[src/rtl/if_stage_pkg.sv]
// Shared constants and types for the instruction-fetch stage.
package if_stage_pkg;

    localparam int STALL_W = 3;

    typedef logic [STALL_W-1:0] stall_t;

    localparam logic [31:0] RESET_PC   = 32'h0000_0000;
    localparam logic [31:0] NOP_INS    = 32'h0000_0013;
    localparam logic [31:0] NOP_PC     = 32'h0000_0000;
    localparam stall_t      STALL_NONE = 3'b000;
    localparam stall_t      STALL_IF   = 3'b001;

    // Force a byte address onto a word boundary.
    function automatic logic [31:0] word_align(input logic [31:2] addr_hi);
        return {addr_hi, 2'b00};
    endfunction

endpackage

[src/rtl/if_stage_if.sv]
// Fetch-side memory controller handshake: level request, one-cycle done pulse.
interface if_stage_if;
    logic        if_mem_req;
    logic [31:0] if_mem_addr;
    logic        mem_if_done;
    logic [31:0] mem_if_data;

    modport master (
        output if_mem_req,
        output if_mem_addr,
        input  mem_if_done,
        input  mem_if_data
    );

    modport slave (
        input  if_mem_req,
        input  if_mem_addr,
        output mem_if_done,
        output mem_if_data
    );
endinterface

[src/rtl/if_icache.sv]
// Direct-mapped, one-word-per-line instruction cache.
// Lookup is combinational; fills are written on the clock edge.
// Only valid bits are reset; tag/data contents are don't-care until filled.
module if_icache #(
    parameter int IDX_W = 6
) (
    input  logic        clk_in,
    input  logic        rst_in,
    input  logic [31:2] rd_addr,
    output logic        hit,
    output logic [31:0] rd_data,
    input  logic        we,
    input  logic [31:2] waddr,
    input  logic [31:0] wdata
);

    localparam int LINES = 1 << IDX_W;
    localparam int TAG_W = 30 - IDX_W;

    logic [LINES-1:0] valid_reg;
    logic [TAG_W-1:0] tag_mem  [LINES];
    logic [31:0]      data_mem [LINES];

    logic [IDX_W-1:0] rd_idx;
    logic [TAG_W-1:0] rd_tag;
    logic [IDX_W-1:0] wr_idx;
    logic [TAG_W-1:0] wr_tag;

    assign rd_idx = rd_addr[2 +: IDX_W];
    assign rd_tag = rd_addr[31 : 2 + IDX_W];
    assign wr_idx = waddr[2 +: IDX_W];
    assign wr_tag = waddr[31 : 2 + IDX_W];

    // Per-line valid bit: cleared by reset, set when that line is filled.
    for (genvar gi = 0; gi < LINES; gi++) begin : g_valid
        always_ff @(posedge clk_in or negedge rst_in) begin
            if (!rst_in) begin
                valid_reg[gi] <= 1'b0;
            end else if (we && (wr_idx == IDX_W'(gi))) begin
                valid_reg[gi] <= 1'b1;
            end
        end
    end

    // Tag and data arrays take the fill word; no reset on purpose.
    always_ff @(posedge clk_in) begin
        if (we) begin
            tag_mem[wr_idx]  <= wr_tag;
            data_mem[wr_idx] <= wdata;
        end
    end

    assign hit     = valid_reg[rd_idx] && (tag_mem[rd_idx] == rd_tag);
    assign rd_data = data_mem[rd_idx];

endmodule

[src/rtl/if_stage.sv]
// Instruction-fetch stage: PC register, cache lookup and miss-fetch FSM.
// A hit is presented in the same cycle; a miss shows a NOP, requests a
// stall and fetches the word through the memory handshake.
module if_stage
    import if_stage_pkg::*;
#(
    parameter int ICACHE_IDX_W = 6
) (
    input  logic         clk_in,
    input  logic         rst_in,
    input  logic         rdy_in,
    input  stall_t       stall,
    input  logic         jump_en,
    input  logic [31:0]  jump_target,
    output logic [31:0]  if_pc,
    output logic [31:0]  if_ins,
    output logic         stall_req_if,
    if_stage_if.master   mem
);

    typedef enum logic {
        S_IDLE,
        S_WAIT
    } fetch_state_t;

    fetch_state_t state_reg;
    logic [31:0]  pc_reg;
    logic [31:0]  fetch_addr_reg;
    logic         mem_req_reg;

    logic         cache_hit;
    logic [31:0]  cache_data;
    logic         fill_we;

    // A fill lands only when the controller completes our own outstanding
    // request; a stray done pulse while idle is ignored.
    assign fill_we = rdy_in && (state_reg == S_WAIT) && mem.mem_if_done;

    if_icache #(
        .IDX_W (ICACHE_IDX_W)
    ) u_icache (
        .clk_in  (clk_in),
        .rst_in  (rst_in),
        .rd_addr (pc_reg[31:2]),
        .hit     (cache_hit),
        .rd_data (cache_data),
        .we      (fill_we),
        .waddr   (fetch_addr_reg[31:2]),
        .wdata   (mem.mem_if_data)
    );

    // PC: redirect beats stall; otherwise advance only when nothing stalls.
    always_ff @(posedge clk_in or negedge rst_in) begin
        if (!rst_in) begin
            pc_reg <= RESET_PC;
        end else if (rdy_in) begin
            if (jump_en) begin
                pc_reg <= word_align(jump_target[31:2]);
            end else if (stall == STALL_NONE) begin
                pc_reg <= word_align(pc_reg[31:2] + 30'd1);
            end
        end
    end

    // Miss fetch FSM with registered request/address. A redirect while
    // waiting cannot cancel the transaction, so WAIT always ends on done.
    always_ff @(posedge clk_in or negedge rst_in) begin
        if (!rst_in) begin
            state_reg      <= S_IDLE;
            fetch_addr_reg <= RESET_PC;
            mem_req_reg    <= 1'b0;
        end else if (rdy_in) begin
            case (state_reg)
                S_IDLE: begin
                    if (!cache_hit && !jump_en) begin
                        state_reg      <= S_WAIT;
                        fetch_addr_reg <= pc_reg;
                        mem_req_reg    <= 1'b1;
                    end
                end
                S_WAIT: begin
                    if (mem.mem_if_done) begin
                        state_reg   <= S_IDLE;
                        mem_req_reg <= 1'b0;
                    end
                end
                default: begin
                    state_reg   <= S_IDLE;
                    mem_req_reg <= 1'b0;
                end
            endcase
        end
    end

    assign mem.if_mem_req  = mem_req_reg;
    assign mem.if_mem_addr = fetch_addr_reg;

    assign if_pc        = pc_reg;
    assign if_ins       = cache_hit ? cache_data : NOP_INS;
    assign stall_req_if = !cache_hit;

endmodule

[src/flat_wrapper.sv]
// flat-port wrapper written by rule: the top's interface ports become plain ports
module if_stage_flat import if_stage_pkg::*;
#(
    parameter int ICACHE_IDX_W = 6
)
  (clk_in, rst_in, rdy_in, stall, jump_en, jump_target, if_pc, if_ins, stall_req_if, mem_if_mem_req, mem_if_mem_addr, mem_mem_if_done, mem_mem_if_data);
  if_stage_if mem_i ();
  input  logic clk_in;
  input  logic rst_in;
  input  logic rdy_in;
  input  stall_t stall;
  input  logic jump_en;
  input  logic [31:0] jump_target;
  output logic [31:0] if_pc;
  output logic [31:0] if_ins;
  output logic stall_req_if;
  output wire logic [$bits(mem_i.if_mem_req)-1:0] mem_if_mem_req;
  output wire logic [$bits(mem_i.if_mem_addr)-1:0] mem_if_mem_addr;
  input wire logic [$bits(mem_i.mem_if_done)-1:0] mem_mem_if_done;
  input wire logic [$bits(mem_i.mem_if_data)-1:0] mem_mem_if_data;
  assign mem_if_mem_req = mem_i.if_mem_req;
  assign mem_if_mem_addr = mem_i.if_mem_addr;
  assign mem_i.mem_if_done = mem_mem_if_done;
  assign mem_i.mem_if_data = mem_mem_if_data;
  if_stage #(.ICACHE_IDX_W(ICACHE_IDX_W)) u_core (.clk_in(clk_in), .rst_in(rst_in), .rdy_in(rdy_in), .stall(stall), .jump_en(jump_en), .jump_target(jump_target), .if_pc(if_pc), .if_ins(if_ins), .stall_req_if(stall_req_if), .mem(mem_i));
endmodule
[config.mk]
export PLATFORM = sky130hd
export DESIGN_NAME = if_stage_flat
export DESIGN_NICKNAME = d
export VERILOG_FILES = /design/src/rtl/if_stage_pkg.sv /design/src/rtl/if_stage_if.sv /design/src/rtl/if_icache.sv /design/src/rtl/if_stage.sv /design/src/flat_wrapper.sv
export SDC_FILE = /design/constraint.sdc
export NUM_CORES = 2
export LEC_CHECK = 0
export CORE_ASPECT_RATIO = 2
export CORE_MARGIN = 1
export CORE_UTILIZATION = 60
export CTS_BUF_LIST = sky130_fd_sc_hd__clkbuf_4
export CTS_CLUSTER_DIAMETER = 100
export DETAILED_ROUTE_END_ITERATION = 6
export GPL_TIMING_DRIVEN = 0
export PLACE_DENSITY = 0.76
export REMOVE_ABC_BUFFERS = 1
export SLEW_MARGIN = 20
export SYNTH_ARGS = -nofsm -noshare
export SYNTH_HDL_FRONTEND = slang
export SYNTH_SLANG_ARGS = --single-unit
[constraint.sdc]
create_clock -name clk_in -period 5.38 [get_ports clk_in]
set_input_delay 0.807 -clock clk_in [delete_from_list [all_inputs] [get_ports clk_in]]
set_output_delay 0.807 -clock clk_in [all_outputs]
set_load 0.03 [all_outputs]
**After elaboration in Yosys (flattened, before gate mapping)**

Memories as Yosys holds them, arrays and structs flattened.
Cells that the tools add are included.

- Add/subtract/negate cells: 1
- $mul: 0
- Div/mod/pow operators: 0
- Magnitude comparators: 1
- Equal/unequal tests: 66
- Shifts and indexed selects: 0
- Mux-type cells: 13
- Bitwise logic cells: 1
- Reduce and logical (&&, ||, !) cells: 76

Operator list:

| cell | number |
|---|---|
| equality test 6 bit, second input constant | 32 |
| equality test 6 x 5 -> 1 bit, second input constant | 16 |
| two-way mux 32 bit | 3 |
| logical AND 1 bit | 68 |
| equality test 6 x 4 -> 1 bit, second input constant | 8 |
| adder 30 x 1 -> 30 bit, second input constant | 1 |
| equality test 24 bit | 1 |
| equality test 6 x 3 -> 1 bit, second input constant | 4 |
| equality test 6 x 2 -> 1 bit, second input constant | 2 |
| less-than comparator 6 x 7 -> 1 bit, second input constant | 1 |
| two-way mux 1 bit | 7 |
| binary-select mux 1 bit (select 6 bit) | 1 |
| equality test 6 x 1 -> 1 bit, second input constant | 1 |
| zero test 6 bit | 1 |
| AND reduction 3 bit | 2 |
| case mux 1 bit (2 select lines) | 2 |
| zero test 3 bit | 1 |
| zero test 1 bit | 2 |
| != test 2 x 1 -> 1 bit, second input constant | 1 |
| != test 2 bit, second input constant | 1 |
| AND reduction 2 bit | 1 |
| nonzero test 2 bit | 1 |
| NOT 1 bit | 1 |

- Flip-flop bits (word level): 130
- Latch bits: 0
- RAM bits: 3,584
- ROM bits: 0
- Output and inout port bits: 98
- Word-level logic and storage cells: 228
- Memories: 2

Memories:

| memory | words | width | rd ports | clocked after memory_dff | wr ports | RTL line | source |
|---|---|---|---|---|---|---|---|
| u_core.u_icache.data_mem | 64 | 32 | 1 | 0 | 1 | if_icache.sv:22 | `logic [31:0] data_mem [LINES];` |
| u_core.u_icache.tag_mem | 64 | 24 | 1 | 0 | 1 | if_icache.sv:21 | `logic [TAG_W-1:0] tag_mem [LINES];` |

**Longest topological paths before layout**

- Depth in word-level cells: 7
- Mapped depth: 19
- Gate-level depth less buffers: 11

**Cells and area by module**

Synthesis repeated with hierarchy kept, for this count alone.

- Cells, all modules: 6,185
- Area, all modules: 142,730.6 um2

By module, submodules not included:

| module | instances | cells each | area an instance (um2) |
|---|---|---|---|
| if_icache | 1 | 5,831 | 139,316.1 |
| if_stage | 1 | 354 | 3,414.5 |

**Least setup slack after synthesis**

Ideal clock, no wire load.

- Kind: register to output
- Start point: reg u_core.pc_reg[2] (netlist: u_core.if_pc[2])
- End point: out if_ins[10]
- Arrival time: 4.269 ns
- Required time: 4.573 ns
- Path slack: 0.304 ns
- Cell stages (with the launch flop): 17
- Buffers on the path: 6
- Path through: dfrtp_1 > buf_6 > buf_12 > buf_6 > buf_2 > buf_2 > mux2i_1 > nand3_1 > nand3_1 > o32ai_1 > or3_1 > xor2_1 > a2111oi_0 > nand4_1 > or4_4 > buf_2 > nor2b_1

- Word-level cells in the longest chain between the ends: 4
- Elaborated cells on any way between the ends: 7
- Classes of those cells: eq/ne (1); mux (3); reduce/logical (1); memory (2)

Ends and longest elaborated chain:

| what | RTL line | source |
|---|---|---|
| from (decl) | if_stage.sv:27 | `logic [31:0] pc_reg;` |
| from (signal assigned) | if_stage.sv:58 | `pc_reg <= word_align(jump_target[31:2]);` |
| from (signal assigned) | if_stage.sv:60 | `pc_reg <= word_align(pc_reg[31:2] + 30'd1);` |
| memory (64 x 24 bit) / binary-select mux 1 bit (select 6 bit) (equally long branches) | -- |  |
| equality test 24 bit / two-way mux 1 bit (equally long branches) | if_icache.sv:53 | `assign hit = valid_reg[rd_idx] && (tag_mem[rd_idx] == rd_tag);` |
| logical AND 1 bit | if_icache.sv:53 |  |
| two-way mux 32 bit (*) | if_stage.sv:99 | `assign if_ins = cache_hit ? cache_data : NOP_INS;` |
| to (decl) | flat_wrapper.sv:15 | `output logic [31:0] if_ins;` |

Every way passes the cells marked *; elsewhere a longest branch is shown, timed or not. The select of a mux whose other input is x is not followed.

**Final worst setup path**

- Start point: reg u_core.pc_reg[5] (netlist: u_core.if_pc[5])
- End point: out if_ins[10]

Same word-level chain as after synthesis.

==> flow_summary.yaml <==
worst_setup_path:
  worst-path-max-fanout: 22
  crit_path_start_kind: "register"
  required_ns: 4.57
  r2r_start: "u_core.if_pc[2]"
  arrival_ns: 6.65
  criticalPathCategory: "register to primary output"
  worstReg2RegEnd: "u_core.mem.if_mem_addr[7]"
  endpoint_kind: "primary output"
  timing.reg2reg.setup_slack_ns: -0.53
  reg2reg_depth: 18
timing:
  timing.fmax_mhz: 134.1
  finalSetupViolCount: 65
  relSlewSlack_pct: 19.21
  worst_pin_slew_ns: 1.208
  fin_setup_tns_ns: -74.05
  layout_min_cycle_time_ns: 7.455
  rsz0062_at_grt: "true"
  finalHoldViolations: 0
  fin_ws_ns: -2.075
  skew_ns: 0.1545
  fin_crit_sh_pct: 138.6
  drv_slew: 0
cells_and_area:
  largest_reg_flops: 2048
  area_growth_syn_to_layout_pct: 18.64
  layout.nets: 7423
  fin_area_um2: 169300
  mostFrequentLayoutCells: "edfxtp_1 (3,584), clkbuf_4 (1,059), mux4_2 (1,026), buf_12 (253), buf_16 (184)"
  finalNonFillerCells: 10970
  drive_gt1_share_pct: 38.68
  layout_commonest_cell: "edfxtp_1"
  n_fill_cell: 12450
  multiInputGateArea_um2: 31510
  seqCellArea_um2: 110800
worst_hold_path:
  hp-start: "jump_target[28]"
  hold_end: "u_core.if_pc[28]"
  min_path_cells: 3
  hp-class: "input port to register"
logic_synthesis:
  yosys_warnings: 0
  netlist_area_um2: 142700
  ys_ff_latch: 3710
  ys_top_cells_by_area: "edfxtp_1 (75%), mux4_2 (16%), dfrtp_1 (2.2%)"
  ys_seq_area_share_pct: 77.62
  ys_types: 75
  synthArstFlopShare_pct: 3.396
  synth-edff-count: 3584
  synth_largest_area_cell: "edfxtp_1"
  synth-main-ff-cell: "edfxtp_1"
  avgSynthCellArea_um2: 23.18
  synth_top_area_share_pct: 75.41
  syn-instance-count: 6156
status:
  violations: "design-rule violations, negative setup slack"
  status: "finished with violations"
place:
  gp_congestion: 0.8345
  dpl.cell_count: 9463
  place_area_um2: 156700
  io_buffers: 163
  hpwl_mm: 273.8
  place_ws_ns: -3.108
floorplanning:
  ios: 170
  initial_core_util_pct: 60.51
  fp.dieH_um: 691.7
  die_x_um: 346.9
  rows: 252
  design.core.area_um2: 235800
  dieArea_um2: 239900
power:
  ir_worst_vdd_v: 0.0002582
  power_w: 0.06855
  total_leakage_power_nw: 55.01
  power_per_cell_area_nw_per_um2: 404.9
clocking:
  root_buffer: "clkbuf_4"
  cts_sinks: 3710
  cts_buffer_depth: 4
  clkLatencyLatePin_ns: 1.47
  cts-buffers-inserted: 751
  tritoncts: "done"
  htree_levels: 6
  path_clk_slew_ns: 0.08
routing:
  drcViolationCount: 6
  vias: 80070
  routed_via_density: 7.299
  drt_pre_antenna_iters: 7
  post_drt_wl_per_cell_um: 41.73
  dr.first_iter.drc_count: 12830
  drt_wl_total_mm: 457.7
  ant_nets: 0
global_routing:
  track_usage_pct: 38.05
  grt_pass1_wl_mm: 619.1
  grt_pass1_vias: 81210
  overflow: 0
  grt_max_degree: 89
  antenna_found_initial: 22
flow_run:
  drv_cap: 0
## cells in the mapped netlist, types with 48 or more instances
cell type / count
dfrtp_1: 126
a21oi_1: 65
edfxtp_1: 3584
nand2_1: 141
nor2_1: 121
mux2i_1: 152
o21ai_0: 58
clkbuf_1: 165
a22oi_1: 58
or2_2: 48
mux4_2: 1026
buf_2: 89
## timing repair
action | in CTS | in global routing
pin swaps | 17 | 15
setup endpoints to repair | 66 | 65
gates cloned | 28 | 4
buffers inserted | 71 | 32
hold endpoints to repair | 1984 | 0
resized for setup | 319 | 58
hold buffers | 49 | 0
## worst max-delay path by stage
stage / startpoint / to / cells past startpoint
6_report: u_core.if_pc[5] / if_ins[10] / 12
5_1_grt: u_core.if_pc[2] / if_ins[10] / 18
4_1_cts: u_core.if_pc[2] / if_ins[4] / 16
3_5_place_dp: u_core.if_pc[2] / if_ins[10] / 16
3_3_place_gp: u_core.if_pc[2] / if_ins[23] / 9
2_1_floorplan: u_core.if_pc[2] / if_ins[10] / 9
## layer usage
metal | wire, µm | global-route usage [%] | part of all wire, %
met4 | 48950 | 31.59 | 11
met3 | 57060 | 10.38 | 12
met5 | 92 | 0 | 0.020
met1 | 130600 | 42.59 | 29
met2 | 221000 | 61.04 | 48
## report_power, final
| group | internal, W | total [W] | leakage, nW | switching [W] |
|---|---|---|---|---|
| combinational | 0.00592 | 0.0137 | 15.6 | 0.00777 |
| clock | 0.00970 | 0.0206 | 5.55 | 0.0109 |
| sequential | 0.0334 | 0.0343 | 33.8 | 0.000868 |
## critical path, stage by stage, from the launching register on
cell,delay [ns]
dfrtp_4,0.62
clkinv_16,0.19
buf_16,0.25
buf_16,0.26
nand2_2,0.49
a21oi_1,0.85
a211oi_4,0.14
xnor2_1,0.29
or3_4,0.54
or4_4,0.69
buf_16,0.23
nor2b_4,0.29
buf_6,0.18
## cell type report
class	instances	share of cell area (%)
multi-input combinational	2110	18.61
inverter	10	0.06281
sequential	3710	65.46
tap	3048	2.252
antenna	22	0.03251
timing repair buffer	767	8.103
clock inverter	243	0.7892
clock buffer	1059	4.695
## per-stage QoR
| stage | hold WS, ns | util (%) |
|---|---|---|
| 4_1_cts | 0.0002798 | 71.50 |
| 6_report | 0.02898 | 71.79 |
| 5_1_grt | 0.08295 | 71.78 |
| 2_1_floorplan | 0.4226 | - |
| 3_3_place_gp | 0.4330 | 62.10 |
| 3_5_place_dp | 0.4533 | 66.43 |
## cell families (layout without fill, tap and decap cells)
kind of cell / Yosys count / in the layout / share of synthesized area, %
buf+inv: 340 / 2079 / 1.226
mux: 1221 / 1221 / 17.60
flops: 3710 / 3710 / 77.62
fa+ha+maj: 1 / 1 / 0.008766
compound gates: 351 / 351 / 1.672
other cells: 1 / 26 / 0.002628
xor+xnor: 22 / 22 / 0.1350
simple gates: 510 / 511 / 1.737
No activity file was read; power rests on OpenSTA's default activity.
